$ cat src/rtl/sram_req_sequencer.sv
// Request sequencer in front of a single-port SRAM macro (registered inputs on
// rising clk0, array access on falling clk0). Turns a request stream into macro
// commands, tracks outstanding reads and buffers read data in a response FIFO.
// Reads are only accepted while a FIFO slot is guaranteed, so no response is lost.
//
// Handshakes: a transfer happens on a rising clk0 edge where valid && ready are
// both high; valid never depends on ready, and the producer holds its payload
// stable while valid is high and ready is low.
module sram_req_sequencer #(
  parameter int DATA_WIDTH = 32,
  parameter int ADDR_WIDTH = 7,
  parameter int RSP_DEPTH  = 4
) (
  input  logic                  clk0,
  input  logic                  rst0,
  input  logic                  req_valid,
  output logic                  req_ready,
  input  logic                  req_we,
  input  logic [ADDR_WIDTH-1:0] req_addr,
  input  logic [DATA_WIDTH-1:0] req_wdata,
  output logic                  rsp_valid,
  input  logic                  rsp_ready,
  output logic [DATA_WIDTH-1:0] rsp_rdata,
  output logic                  csb0,
  output logic                  web0,
  output logic [ADDR_WIDTH-1:0] addr0,
  output logic [DATA_WIDTH-1:0] din0,
  input  logic [DATA_WIDTH-1:0] dout0,
  output logic [15:0]           rd_count,
  output logic [15:0]           wr_count
);

  localparam int PW = $clog2(RSP_DEPTH);
  localparam logic [PW+1:0] DEPTH_L = RSP_DEPTH[PW+1:0];
  localparam logic [PW:0]   PTR_ONE = {{PW{1'b0}}, 1'b1};

  logic                  csb0_q, csb0_d;
  logic                  web0_q, web0_d;
  logic [ADDR_WIDTH-1:0] addr0_q, addr0_d;
  logic [DATA_WIDTH-1:0] din0_q, din0_d;
  logic [1:0]            p_q, p_d;
  logic [PW:0]           wr_ptr_q, wr_ptr_d;
  logic [PW:0]           rd_ptr_q, rd_ptr_d;
  logic [DATA_WIDTH-1:0] mem_q [RSP_DEPTH];
  logic [DATA_WIDTH-1:0] mem_d [RSP_DEPTH];
  logic [15:0]           rd_count_q, rd_count_d;
  logic [15:0]           wr_count_q, wr_count_d;

  logic                  accept;
  logic                  push;
  logic                  pop;
  logic                  empty;
  logic [PW:0]           fifo_count;
  logic [PW+1:0]         inflight;
  logic [PW+1:0]         credit_used;

  // Credit check: every queued entry and every read still in the macro pipe
  // owns a FIFO slot; a new request is taken only if one slot is still free.
  always_comb begin
    fifo_count  = wr_ptr_q - rd_ptr_q;
    inflight    = {{PW{1'b0}}, p_q[1] & p_q[0], p_q[1] ^ p_q[0]};
    credit_used = {1'b0, fifo_count} + inflight;
    req_ready   = !rst0 && (credit_used < DEPTH_L);
    accept      = req_valid && req_ready;
    empty       = (wr_ptr_q == rd_ptr_q);
    rsp_valid   = !empty;
    rsp_rdata   = mem_q[rd_ptr_q[PW-1:0]];
    push        = p_q[1];
    pop         = rsp_valid && rsp_ready;
  end

  // Next macro command, read-tracking pipe and request counters.
  always_comb begin
    csb0_d     = 1'b1;
    web0_d     = web0_q;
    addr0_d    = addr0_q;
    din0_d     = din0_q;
    p_d        = {p_q[0], 1'b0};
    rd_count_d = rd_count_q;
    wr_count_d = wr_count_q;
    if (accept) begin
      csb0_d  = 1'b0;
      web0_d  = ~req_we;
      addr0_d = req_addr;
      if (req_we) begin
        din0_d     = req_wdata;
        wr_count_d = wr_count_q + 16'd1;
      end else begin
        p_d[0]     = 1'b1;
        rd_count_d = rd_count_q + 16'd1;
      end
    end
  end

  // Response FIFO pointer and storage updates; macro data lands two edges after accept.
  always_comb begin
    wr_ptr_d = wr_ptr_q;
    rd_ptr_d = rd_ptr_q;
    mem_d    = mem_q;
    if (push) begin
      mem_d[wr_ptr_q[PW-1:0]] = dout0;
      wr_ptr_d                = wr_ptr_q + PTR_ONE;
    end
    if (pop) begin
      rd_ptr_d = rd_ptr_q + PTR_ONE;
    end
  end

  // Control state; reset drops in-flight reads and idles the macro pins.
  always_ff @(posedge clk0) begin
    if (rst0) begin
      csb0_q     <= 1'b1;
      web0_q     <= 1'b1;
      addr0_q    <= '0;
      din0_q     <= '0;
      p_q        <= 2'b00;
      wr_ptr_q   <= '0;
      rd_ptr_q   <= '0;
      rd_count_q <= 16'd0;
      wr_count_q <= 16'd0;
    end else begin
      csb0_q     <= csb0_d;
      web0_q     <= web0_d;
      addr0_q    <= addr0_d;
      din0_q     <= din0_d;
      p_q        <= p_d;
      wr_ptr_q   <= wr_ptr_d;
      rd_ptr_q   <= rd_ptr_d;
      rd_count_q <= rd_count_d;
      wr_count_q <= wr_count_d;
    end
  end

  // FIFO data array; contents are qualified by the pointers, so no reset.
  always_ff @(posedge clk0) begin
    mem_q <= mem_d;
  end

  assign csb0     = csb0_q;
  assign web0     = web0_q;
  assign addr0    = addr0_q;
  assign din0     = din0_q;
  assign rd_count = rd_count_q;
  assign wr_count = wr_count_q;

endmodule
$ cat config.mk
export PLATFORM = sky130hd
export DESIGN_NAME = sram_req_sequencer
export DESIGN_NICKNAME = d
export VERILOG_FILES = /design/src/rtl/sram_req_sequencer.sv
export SDC_FILE = /design/constraint.sdc
export NUM_CORES = 1
export LEC_CHECK = 0
export BUFFER_PORTS_ARGS = -buffer_cell sky130_fd_sc_hd__buf_2
export CAP_MARGIN = 20
export CORE_UTILIZATION = 60
export CTS_BUF_LIST = sky130_fd_sc_hd__clkbuf_2
export CTS_CLUSTER_DIAMETER = 120
export DETAILED_ROUTE_END_ITERATION = 7
export PLACE_DENSITY_LB_ADDON = 0.1
export SYNTH_ARGS = -nofsm -noshare
export SYNTH_HDL_FRONTEND = slang
export SYNTH_SLANG_ARGS = --single-unit
$ cat constraint.sdc
create_clock -name clk0 -period 7.9 [get_ports clk0]
set_input_delay 0.79 -clock clk0 [delete_from_list [all_inputs] [get_ports clk0]]
set_output_delay 0.79 -clock clk0 [all_outputs]
set_load 0.05 [all_outputs]
Word-level counts from Yosys, hierarchy flattened
Index checks and enable logic that the tools add are counted.

word-level totals
  register bits = 209
  logic and storage cells = 48

cells by class
  reductions and logical operators = 9
  bitwise operators = 6
  $add $sub $neg = 6
  equal/unequal tests = 1
  muxes and demuxes = 8
  order comparisons = 4

operators with widths
  kind                   number
  $bwmux 128             1
  $mux 32                3
  $bmux 32 s2            1
  $demux 32 s2           1
  $add 16x1->16 const B  2
  $add 3x1->3 const B    2
  $ge 3x3->1 const B     2
  $not 2->3              2
  $add 3x2->4            1
  $logic_and 1x1->1      4
  $lt 4x3->1 const B     1
  $reduce_and 2->1       2
  $eq 3x3->1             1
  $lt 3x1->1 const B     1
  $sub 3x3->3            1
  $logic_not 1->1        2
  $mux 1                 2
  $not 1->1              2
  $reduce_or 2->1        1
  $and 1x1->1            1
  $xor 1x1->1            1

Depth between registers and ports, before layout
  word-level depth = 7
  gate-level depth with buffers = 11
  gate-level depth less buffers = 10

Worst setup path after synthesis
Ideal clock, no wire load.

  path type = register -> register
  from = register rd_ptr_q[1]
  to = register rd_count_q[15] (netlist: rd_count[15])
  cell stages (with the launch flop) = 12
  required time = 7.824 ns
  period minus slack after synthesis = 3.334 ns
  setup slack = 4.566 ns
  arrival = 3.258 ns
  library setup time = 0.076 ns
  cells stage by stage = dfxtp_1 clkbuf_1 clkbuf_1 inv_1 fa_1 ha_1 or2_2 or4_1 clkbuf_2 buf_6 nor4_1 mux2i_1

on the way
  cells in the longest elaborated chain, start to end = 6

ends and longest elaborated chain
  what                               line  RTL
  start, declared                    43    logic [PW:0] rd_ptr_q, rd_ptr_d;
  start signal, assigned             128   rd_ptr_q <= rd_ptr_d;
  $sub 3x3->3                        60    fifo_count = wr_ptr_q - rd_ptr_q;
  $add 3x2->4                        62    credit_used = {1'b0, fifo_count} + inflight;
  $lt 4x3->1                         63    req_ready = !rst0 && (credit_used < DEPTH_L);
  $logic_and 1x1->1                  63
  $logic_and 1x1->1                  64    accept = req_valid && req_ready;
  $reduce_and 2->1 (no source line)  -
  end signal, assigned               129   rd_count_q <= rd_count_d;
  end, declared                      46    logic [15:0] rd_count_q, rd_count_d;

No other way between the ends.
A chain may end at the register's enable or synchronous reset.

Worst setup path after layout
  from = register rd_ptr_q[1]
  to = output port req_ready

on the way
  cells in the longest elaborated chain, start to end = 4

ends and longest elaborated chain
  what               line  RTL
  $sub 3x3->3        60
  $add 3x2->4        62
  $lt 4x3->1         63
  $logic_and 1x1->1  63
  end, declared      17    output logic req_ready,

No other way between the ends.

==> impl_metrics.env <==
export IMPL_finalClockSkew_ps=34.6
export IMPL_post_cts_buffers=0
export IMPL_tns_ps=0
export IMPL_highest_layer="met4"
export IMPL_synth_cell_types=38
export IMPL_cp_max_fo=35
export IMPL_maxSlewViolCount=0
export IMPL_synth_area_leaders="edfxtp_1, dfxtp_1, mux4_2"
export IMPL_postCtsHoldBufs=0
export IMPL_max_cap_violations=0
export IMPL_drive_above_1_share_pct=37.3
export IMPL_final_util_pct=72.4
export IMPL_htreeDepth=2
export IMPL_root_buffer="clkbuf_2"
export IMPL_post_route_period_util_pct=52.5
export IMPL_die_area_mm2=0.0140
export IMPL_min_path_type="input port to flip-flop"
export IMPL_cp_common_cell="inv_1"
export IMPL_clkTransAtPathRegs_ps=100
export IMPL_drcViolationCount=0
export IMPL_overflow=0
export IMPL_synth_top_cell_area_share_pct=47.4
export IMPL_clockBufferDepth=3
export IMPL_wl_per_cell_um=16.8
export IMPL_path_cells="inv_1 -> fa_1 -> ha_1 -> nand3b_1 -> nand3_1 -> inv_1 -> buf_2"
export IMPL_r2r_slack_ps=4120
export IMPL_setup_slack_ps=3750
export IMPL_totalWireLength_um=16600
export IMPL_hold_viol=0
export IMPL_synth_area_per_cell_um2=13.9
export IMPL_via_per_inst=5.56
export IMPL_gp_congestion=0.771
export IMPL_syn_area_mm2=0.00810
export IMPL_clkSinkCount=209
export IMPL_insertion_delay_ps=730
export IMPL_vias=5488
export IMPL_critPathSlowestCell="dfxtp_2"
export IMPL_antenna_found_initial=0
export IMPL_first_iter_violations=343
export IMPL_rsz0062_at_grt="no"
export IMPL_cts_tree="done"
export IMPL_min_period_ps=4150
export IMPL_grt_pass1_wl_um=26600
export IMPL_placed_area_mm2=0.00915
export IMPL_critPathTopFamily="flip-flops"
export IMPL_fin_total_pwr_mw=2.02
export IMPL_syn_inst=581
export IMPL_ys_ff_latch=209
export IMPL_critPathMaxStageDelay_ps=910
export IMPL_power_per_cell_area_mw_per_mm2=212
export IMPL_fin_area_mm2=0.00955
export IMPL_syn2layout_area_growth_pct=17.8
export IMPL_ys_warn_count=0
export IMPL_drt_met1_wl_um=6360
export IMPL_max_slew_margin_pct=41.2
export IMPL_cts_buffers=48
export IMPL_worst_path_buf_inv=3
export IMPL_worst_pin_slew_ps=882
export IMPL_ir_drop_uv=117
export IMPL_setup_worst_path_class="flip-flop to output pin"
export IMPL_core_mm2=0.0132
export IMPL_initial_core_util_pct=61.4
export IMPL_post_place_cells=906
export IMPL_fin_cells=987
export IMPL_synth_top_area_cell="edfxtp_1"
export IMPL_die_h_um=118
export IMPL_grt_pass1_vias=5518
export IMPL_ant_nets=0
export IMPL_ys_seq_area_share_pct=67.4
export IMPL_holdWs_ps=242
export IMPL_place_ws_ps=4140
export IMPL_grt_max_degree=81
export IMPL_drt_pass1_iterations=5
export IMPL_status="completed"
export IMPL_setup_viol=0
export IMPL_final_common_cell="buf_2"
export IMPL_rows=42
export IMPL_leakagePower_nw=3.63
export IMPL_wl_met2_um=8640
export IMPL_final_cell_mix="buf_2, edfxtp_1, dfxtp_1"
export IMPL_portBuffers=182
export IMPL_start_kind="flip-flop"
export IMPL_fin_nets=868
export IMPL_dp_hpwl_um=10800
export IMPL_cp_end_kind="output pin"
export IMPL_die_x_um=118
export IMPL_cts_resized=0
export IMPL_grt_total_usage_pct=24.3
export IMPL_ios=183
export IMPL_arrival_ps=3360
export IMPL_clock_fmax_mhz=241
export IMPL_wl_met3_um=1350
export IMPL_required_ps=7110
export IMPL_syn_nets=669
-- Yosys cell counts --
cell      instances
a21oi_1          59
and2_1            4
and3b_1           1
and4_1            4
and4b_1           1
buf_1             4
buf_2             2
buf_6             1
clkbuf_1         29
clkbuf_2          1
dfxtp_1          81
edfxtp_1        128
fa_1              1
ha_1             11
inv_1            11
mux2i_1           4
mux4_2           32
nand2_1          54
nand2b_1          9
nand3_1          44
nand3b_1          1
nand4_1           8
nand4b_1          1
nor2_1           10
nor2b_1           2
nor4_1            2
o211ai_1          1
o21ai_0          21
o31a_1            1
o31ai_1          12
or2_2             2
or3_1            12
or4_1            16
or4b_1            1
xnor2_1           3
xnor3_1           1
xor2_1            5
xor3_1            1
-- registers in the layout (all words and copies together) (netlist names) --
register,flops
p_q,2
rd_count,16
web0,1
wr_count,16
din0,32
rd_ptr_q,3
addr0,7
csb0,1
wr_ptr_q,3
mem_q,128
-- cell type report --
class / instances / area, µm²
fill: 940 / 3640
sequential: 209 / 5470
inverter: 11 / 41.3
clock buffer: 74 / 370
timing repair buffer: 186 / 961
multi-input combinational: 324 / 2460
clock inverter: 6 / 26.3
antenna: 1 / 2.50
tap: 176 / 220
-- power by group --
part           internal [mW]  total (mW)  switching (mW)
logic                 0.0640       0.216           0.152
clock network          0.242       0.622           0.380
registers               1.17        1.18         0.00924
total                   1.48        2.02           0.541
-- cells by family after synthesis --
| logic type | Yosys count | share of synthesized area, % |
|---|---|---|
| buffers and inverters | 48 | 2.36 |
| adders and majority gates | 12 | 1.95 |
| xor gates and xnor gates | 10 | 1.44 |
| muxes | 36 | 9.39 |
| and+or+nand+nor | 172 | 11.2 |
| AOI/OAI and AO/OA | 94 | 6.25 |
| DFF | 209 | 67.4 |
-- worst reg2reg max path: stages, from the launching register on --
cell and delay, ps:
dfxtp_2 910, inv_1 190, fa_1 510, ha_1 210, or2_2 340, or4_1 800
or4_1 590, a21oi_1 160
-- routing by layer --
metal | vias to the layer above | GRT usage [%]
met3 | 21 | 7.87
met5 | - | 0
met2 | 206 | 41.8
li1 | 2631 | -
met4 | 0 | 8.01
met1 | 2630 | 29.0
-- final timing paths --
kind / start / endpoint / cells after the start
setup / recovery: rd_ptr_q[1] / req_ready / 7
hold / removal: dout0[17] / mem_q[81] / 1
setup reg to reg: rd_ptr_q[1] / rd_count[10] / 7
hold reg to reg: din0[9] / din0[9] / 2
(Power assumes the default switching activity.)
